[src/rtl/snake_head_tracker_pkg.sv]
// Shared snake definitions: heading encoding, reversal helper and grid defaults
// that the renderer also uses.
package snake_head_tracker_pkg;

  localparam int SNAKE_GRID_W = 32;
  localparam int SNAKE_GRID_H = 24;

  typedef enum logic [1:0] {
    DIR_UP    = 2'd0,
    DIR_DOWN  = 2'd1,
    DIR_LEFT  = 2'd2,
    DIR_RIGHT = 2'd3
  } dir_t;

  // Heading that would reverse the snake onto its own neck.
  function automatic dir_t opposite_dir(input dir_t d);
    dir_t o;
    case (d)
      DIR_UP:   o = DIR_DOWN;
      DIR_DOWN: o = DIR_UP;
      DIR_LEFT: o = DIR_RIGHT;
      default:  o = DIR_LEFT;
    endcase
    return o;
  endfunction

endpackage

[src/rtl/snake_head_tracker_move_tick_divider.sv]
// Game tick generator: counts 0..TICK_DIV-1 while enabled and pulses o_tick
// during the final count. Disabling holds the count where it is.
module move_tick_divider #(
  parameter int TICK_DIV = 5000000
) (
  input  logic i_clk,
  input  logic i_rst,
  input  logic i_enable,
  output logic o_tick
);

  localparam int CNT_BITS = $clog2(TICK_DIV);
  localparam logic [CNT_BITS-1:0] LAST = CNT_BITS'(TICK_DIV - 1);

  logic [CNT_BITS-1:0] r_cnt;
  logic                w_at_last;

  assign w_at_last = (r_cnt == LAST);
  assign o_tick    = i_enable && w_at_last;

  // Tick counter: advances only when enabled, wraps after the last count.
  always_ff @(posedge i_clk) begin
    if (i_rst) begin
      r_cnt <= '0;
    end else if (i_enable) begin
      r_cnt <= w_at_last ? '0 : r_cnt + 1'b1;
    end
  end

endmodule

[src/rtl/snake_head_tracker.sv]
// Snake head tracker: commits heading, moves the head with toroidal wrap on each
// game tick, keeps the body history and length, and flags self-collision.
module snake_head_tracker
  import snake_head_tracker_pkg::*;
#(
  parameter int GRID_W   = SNAKE_GRID_W,
  parameter int GRID_H   = SNAKE_GRID_H,
  parameter int X_BITS   = 5,
  parameter int Y_BITS   = 5,
  parameter int MAX_LEN  = 16,
  parameter int LEN_BITS = 5,
  parameter int TICK_DIV = 5000000,
  parameter int START_X  = 16,
  parameter int START_Y  = 12
) (
  input  logic                clock,
  input  logic                reset,
  input  logic                U,
  input  logic                D,
  input  logic                L,
  input  logic                R,
  input  logic                grow,
  input  logic                pause,
  input  logic [LEN_BITS-1:0] seg_idx,
  output logic [X_BITS-1:0]   head_x,
  output logic [Y_BITS-1:0]   head_y,
  output logic [LEN_BITS-1:0] length,
  output logic                move_strobe,
  output logic                collide,
  output logic [X_BITS-1:0]   seg_x,
  output logic [Y_BITS-1:0]   seg_y,
  output logic                seg_valid
);

  localparam int unsigned BODY_N = MAX_LEN - 1;

  dir_t                r_dir;
  dir_t                r_pend;
  logic [X_BITS-1:0]   r_head_x;
  logic [Y_BITS-1:0]   r_head_y;
  logic [X_BITS-1:0]   r_body_x [BODY_N];
  logic [Y_BITS-1:0]   r_body_y [BODY_N];
  logic [LEN_BITS-1:0] r_len;
  logic                r_grow_pend;
  logic                r_strobe;
  logic                r_collide;

  logic                w_enable;
  logic                w_tick;
  logic                w_req_valid;
  dir_t                w_cand;
  logic [X_BITS-1:0]   w_next_x;
  logic [Y_BITS-1:0]   w_next_y;
  logic                w_grow_eff;
  logic [LEN_BITS-1:0] w_next_len;
  logic                w_hit;
  logic [X_BITS-1:0]   w_seg_x;
  logic [Y_BITS-1:0]   w_seg_y;

  assign w_enable = !pause && !r_collide;

  move_tick_divider #(
    .TICK_DIV(TICK_DIV)
  ) u_tick (
    .i_clk    (clock),
    .i_rst    (reset),
    .i_enable (w_enable),
    .o_tick   (w_tick)
  );

  // Direction request decode: only a single asserted request is a candidate.
  always_comb begin
    w_req_valid = $onehot({U, D, L, R});
    w_cand      = DIR_RIGHT;
    if (U)      w_cand = DIR_UP;
    else if (D) w_cand = DIR_DOWN;
    else if (L) w_cand = DIR_LEFT;
  end

  // Next head position along the pending heading, wrapping at grid edges.
  always_comb begin
    w_next_x = r_head_x;
    w_next_y = r_head_y;
    case (r_pend)
      DIR_UP:    w_next_y = (r_head_y == '0) ? Y_BITS'(GRID_H - 1) : r_head_y - 1'b1;
      DIR_DOWN:  w_next_y = (r_head_y == Y_BITS'(GRID_H - 1)) ? '0 : r_head_y + 1'b1;
      DIR_LEFT:  w_next_x = (r_head_x == '0) ? X_BITS'(GRID_W - 1) : r_head_x - 1'b1;
      default:   w_next_x = (r_head_x == X_BITS'(GRID_W - 1)) ? '0 : r_head_x + 1'b1;
    endcase
  end

  // Length after the move: a grow request (sticky or this cycle) adds one, saturating.
  always_comb begin
    w_grow_eff = r_grow_pend | grow;
    w_next_len = r_len;
    if (w_grow_eff && (r_len < LEN_BITS'(MAX_LEN))) begin
      w_next_len = r_len + 1'b1;
    end
  end

  // Self-collision against the post-move body: slot 0 is the old head, slot i is
  // old body[i-1]; only slots below new_length-1 are occupied, so a vacated tail is free.
  always_comb begin
    w_hit = (w_next_x == r_head_x) && (w_next_y == r_head_y);
    for (int unsigned i = 1; i < BODY_N; i++) begin
      if ((LEN_BITS'(i + 2) <= w_next_len) &&
          (r_body_x[i-1] == w_next_x) && (r_body_y[i-1] == w_next_y)) begin
        w_hit = 1'b1;
      end
    end
  end

  // Heading: accept non-reversing requests into pending, commit pending on a move.
  always_ff @(posedge clock) begin
    if (reset) begin
      r_dir  <= DIR_RIGHT;
      r_pend <= DIR_RIGHT;
    end else begin
      if (w_req_valid && (w_cand != opposite_dir(r_dir))) begin
        r_pend <= w_cand;
      end
      if (w_tick) begin
        r_dir <= r_pend;
      end
    end
  end

  // Head, length, grow request, collision flag and move strobe.
  always_ff @(posedge clock) begin
    if (reset) begin
      r_head_x    <= X_BITS'(START_X);
      r_head_y    <= Y_BITS'(START_Y);
      r_len       <= LEN_BITS'(3);
      r_grow_pend <= 1'b0;
      r_strobe    <= 1'b0;
      r_collide   <= 1'b0;
    end else begin
      r_strobe <= w_tick;
      if (w_tick) begin
        r_head_x    <= w_next_x;
        r_head_y    <= w_next_y;
        r_len       <= w_next_len;
        r_grow_pend <= 1'b0;
        if (w_hit) begin
          r_collide <= 1'b1;
        end
      end else if (grow) begin
        r_grow_pend <= 1'b1;
      end
    end
  end

  // Body history: shift one slot per move, old head enters slot 0.
  always_ff @(posedge clock) begin
    if (reset) begin
      for (int unsigned i = 0; i < BODY_N; i++) begin
        r_body_x[i] <= '0;
        r_body_y[i] <= '0;
      end
      r_body_x[0] <= X_BITS'(START_X - 1);
      r_body_y[0] <= Y_BITS'(START_Y);
      r_body_x[1] <= X_BITS'(START_X - 2);
      r_body_y[1] <= Y_BITS'(START_Y);
    end else if (w_tick) begin
      r_body_x[0] <= r_head_x;
      r_body_y[0] <= r_head_y;
      for (int unsigned i = 1; i < BODY_N; i++) begin
        r_body_x[i] <= r_body_x[i-1];
        r_body_y[i] <= r_body_y[i-1];
      end
    end
  end

  // Segment read port for the renderer; out-of-range selects read as zero.
  always_comb begin
    w_seg_x = '0;
    w_seg_y = '0;
    for (int unsigned i = 0; i < BODY_N; i++) begin
      if (seg_idx == LEN_BITS'(i)) begin
        w_seg_x = r_body_x[i];
        w_seg_y = r_body_y[i];
      end
    end
  end

  assign head_x      = r_head_x;
  assign head_y      = r_head_y;
  assign length      = r_len;
  assign move_strobe = r_strobe;
  assign collide     = r_collide;
  assign seg_x       = w_seg_x;
  assign seg_y       = w_seg_y;
  assign seg_valid   = (seg_idx < (r_len - 1'b1));

endmodule

[config.mk]
export PLATFORM = sky130hd
export DESIGN_NAME = snake_head_tracker
export DESIGN_NICKNAME = d
export VERILOG_FILES = /design/src/rtl/snake_head_tracker_pkg.sv /design/src/rtl/snake_head_tracker_move_tick_divider.sv /design/src/rtl/snake_head_tracker.sv
export SDC_FILE = /design/constraint.sdc
export NUM_CORES = 1
export LEC_CHECK = 0
export ABC_AREA = 1
export ABC_CLOCK_PERIOD_IN_PS = 5150
export CORE_UTILIZATION = 55
export CTS_BUF_LIST = sky130_fd_sc_hd__clkbuf_16
export CTS_CLUSTER_SIZE = 24
export DETAILED_ROUTE_END_ITERATION = 8
export GPL_TIMING_DRIVEN = 0
export PLACE_DENSITY = 0.73
export SYNTH_ARGS = -nofsm -noshare
export SYNTH_HDL_FRONTEND = slang
export SYNTH_SLANG_ARGS = --single-unit
[constraint.sdc]
create_clock -name clock -period 5.15 [get_ports clock]
set_input_delay 0.7725 -clock clock [delete_from_list [all_inputs] [get_ports clock]]
set_output_delay 0.7725 -clock clock [all_outputs]
set_load 0.02 [all_outputs]
==> flow_summary_export.csv <==
group,metric,value,unit
run_status,status,"finished clean",
yosys,synth.distinct_cells,42,
yosys,ys_seq_elements,195,
place,routabilityCongestion,0.971,
place,placedCellCount,1995,
sta,finalMaxSlewViolations,0,
routing,via_count,11500,
yosys,synth-seq-area-share,44.4,%
setup_path,worstPathMaxFanout,8,
sta,max_slew_margin,42.0,%
hold_path,hold_path.class,"register to register",
routing,wl,36600,um
setup_path,crit_slowest_cell,"nor2_1",
sta,min_period,4.64,ns
sta,setup_tns,0,ns
setup_path,path_class,"input port to primary output",
layout,syn_to_final_growth,11.4,%
global_route,grt_pass1_wl,56300,um
global_route,first_global_vias,10700,
clocking,cts_setup_buffers,0,
routing,wl_per_cell,18.1,um
layout,drive_gt1_share,5.84,%
layout,final_common_cell,"nand2_1",
sta,finalCritPeriodShare,90.0,%
yosys,syn-cell-area,12200,sq um
die,initial_utilization,56.0,%
setup_path,worstPathCellList,"clkdlybuf4s50_1 > clkbuf_1 > nor2_1 > nand2_1 > nor2_1 > inv_1 > o2111ai_1 > nor2_1 > nand4_1 > nor2_1 > nand4_1 > clkdlybuf4s50_1",
yosys,synth_warnings,0,
layout,fill_cells,1976,
clocking,insertion_delay,0.45,ns
routing,drt-vias-per-instance,5.70,
setup_path,max_stage_delay,0.67,ns
yosys,synth_top_area_share,37.0,%
clocking,clkTransAtPathRegs,0.08,ns
die,die_y,151,um
layout,mostFrequentLayoutCells,"nand2_1 (447), nor2_1 (326), inv_1 (224)",
yosys,synthCells,1675,
sta,hold_viol,0,
die,core_area,21800,sq um
clocking,clock_sinks,195,
setup_path,crit_top_cell,"nor2_1",
yosys,synth.avg_cell_area,7.27,sq um
global_route,grt_max_degree,85,
pwr,vdd_drop_max,0.236,mV
sta,max_slew.worst_pin.slew,0.867,ns
routing,drc,0,
setup_path,cp_data_arrival_time,3.86,ns
clocking,clockRootBuffer,"clkbuf_16",
layout,final_cells,2027,
die,ios,41,
clocking,postCtsHoldBufs,0,
sta,max_freq,216,MHz
yosys,synth_top_cell_by_area,"edfxtp_1",
layout,design_area,13600,sq um
sta,fin_skew,0.0147,ns
die,die_w,151,um
flow_run,maxCapViolations,0,
clocking,ctsLongestPathBuffers,2,
place,dpl-instance-area,13000,sq um
routing,drtAntennaViolNets,0,
clocking,h-tree-depth,4,
pwr,p_leak,6.03,nW
routing,drt_pass1_iterations,6,
sta,fin_ws,0.513,ns
layout,nets,1763,
die,core.rowCount,54,
clocking,cts_tree,"built",
setup_path,start_kind,"input port",
place,pre_cts_ws,0.636,ns
yosys,synth_area_leaders,"edfxtp_1 (37%), nand2_1 (14%), nor2_1 (10%), dfxtp_1 (7.4%), inv_1 (6.9%)",
place,hpwl,28200,um
yosys,synth_nets,1704,
layout,num_antenna_cells,0,
global_route,antenna_found_initial,0,
clocking,cts_buffers,17,
die,die-area,22700,sq um
place,portBuffers,39,
routing,drt-initial-drc-count,1453,
sta,setup_violations,0,
setup_path,endpoint_kind,"primary output",
setup_path,cp.required,4.38,ns
clocking,post_cts_resized,0,
global_route,grt_usage,33.2,%
pwr,powerDensity,295,nW/um^2
sta,rsz0062_at_grt,"false",
global_route,grt_overflow,0,
## worst max-delay path: cells and delay by family
family	cells	cell delay [ns]
buf+inv	4	1.47
compound gates	1	0.30
simple gates	7	1.30
## sequential cells by signal, indices dropped and copies added (netlist names), 2 cells and up
name,flops
head_x,5
r_pend,2
u_tick.r_cnt,23
length,5
r_body_y,75
head_y,5
r_dir,2
r_body_x,75
## metal layers
metal | vias to the layer above | share of wire [%] | track usage [%]
li1 | 5560 | - | -
met1 | 5329 | 41 | 43.2
met2 | 570 | 47 | 54.1
met3 | 85 | 8.6 | 5.54
met4 | 0 | 4.0 | 15.3
met5 | - | 0 | 0
## cells by family (layout without fill, tap and decap cells)
group / after synthesis / after routing / share of synthesized area [%]
adder cells (fa/ha/maj): 16 / 16 / 1.71
AND/OR/NAND/NOR: 1030 / 1030 / 36.4
XOR/XNOR: 34 / 34 / 2.45
flip-flops: 195 / 195 / 44.4
AO/OA/AOI/OAI: 120 / 120 / 5.71
buffers and inverters: 280 / 352 / 9.35
## cell type report
cell class / instances / area, sq um / area share, %
well taps: 280 / 350 / 2.58
inverters: 231 / 867 / 6.39
flip-flops and latches: 195 / 5410 / 39.8
multi-input cells: 1200 / 5640 / 41.5
repair buffers: 40 / 418 / 3.08
clock inverters: 14 / 165 / 1.22
plain buffers: 49 / 282 / 2.07
clock buffers: 18 / 450 / 3.32
## worst paths after layout
path	start	to	slack, ns	depth (start not counted)
max	seg_idx[1]	seg_x[2]	0.51	12
min	collide$_SDFFE_PP0P_	collide$_SDFFE_PP0P_	0.48	2
max reg2reg	u_tick.r_cnt[0]$_SDFFE_PP0P_	r_body_x[0][53]$_SDFFCE_PP0P_	1.65	12
min reg2reg	collide$_SDFFE_PP0P_	collide$_SDFFE_PP0P_	0.48	2
## per-stage QoR
stage               power [mW]  util (%)  hold slack, ns
finish                    4.00      62.4           0.481
global route              4.15      62.4           0.503
CTS                       3.99      62.4           0.479
detailed placement        2.60      59.6           0.467
global placement          2.59      59.4           0.461
floorplan                 2.36         -           0.455
## power breakdown
part,switching (mW),internal (mW)
registers,0.0472,1.76
clock network,0.718,0.695
logic,0.543,0.237
total,1.31,2.70
## synth_stat cells
cell and count:
o211ai_1 2, nand3_1 131, nor2_1 326, dfxtp_1 45, fa_1 1, clkinv_1 3
or2_2 1, or2_0 1, buf_6 5, nand3b_1 2, nand2_1 447, inv_2 4
buf_2 15, edfxtp_1 150, a2111oi_0 1, xor2_1 32, nand3_4 5, nand2_2 10
o21ai_1 6, nand4_1 64, clkbuf_2 1, o21a_1 3, clkbuf_1 19, nor4_1 9
a22oi_1 2, nand3_2 9, nor3_1 15, ha_1 15, nor2_2 6, o21ai_0 39
o21ai_2 2, a31oi_1 2, o22ai_1 26, a211oi_1 2, nor2_4 3, o2111ai_1 7
buf_1 1, a21oi_1 28, and3_1 1, xnor2_1 2, buf_4 8, inv_1 224
No activity file was read; power rests on OpenSTA's default activity.
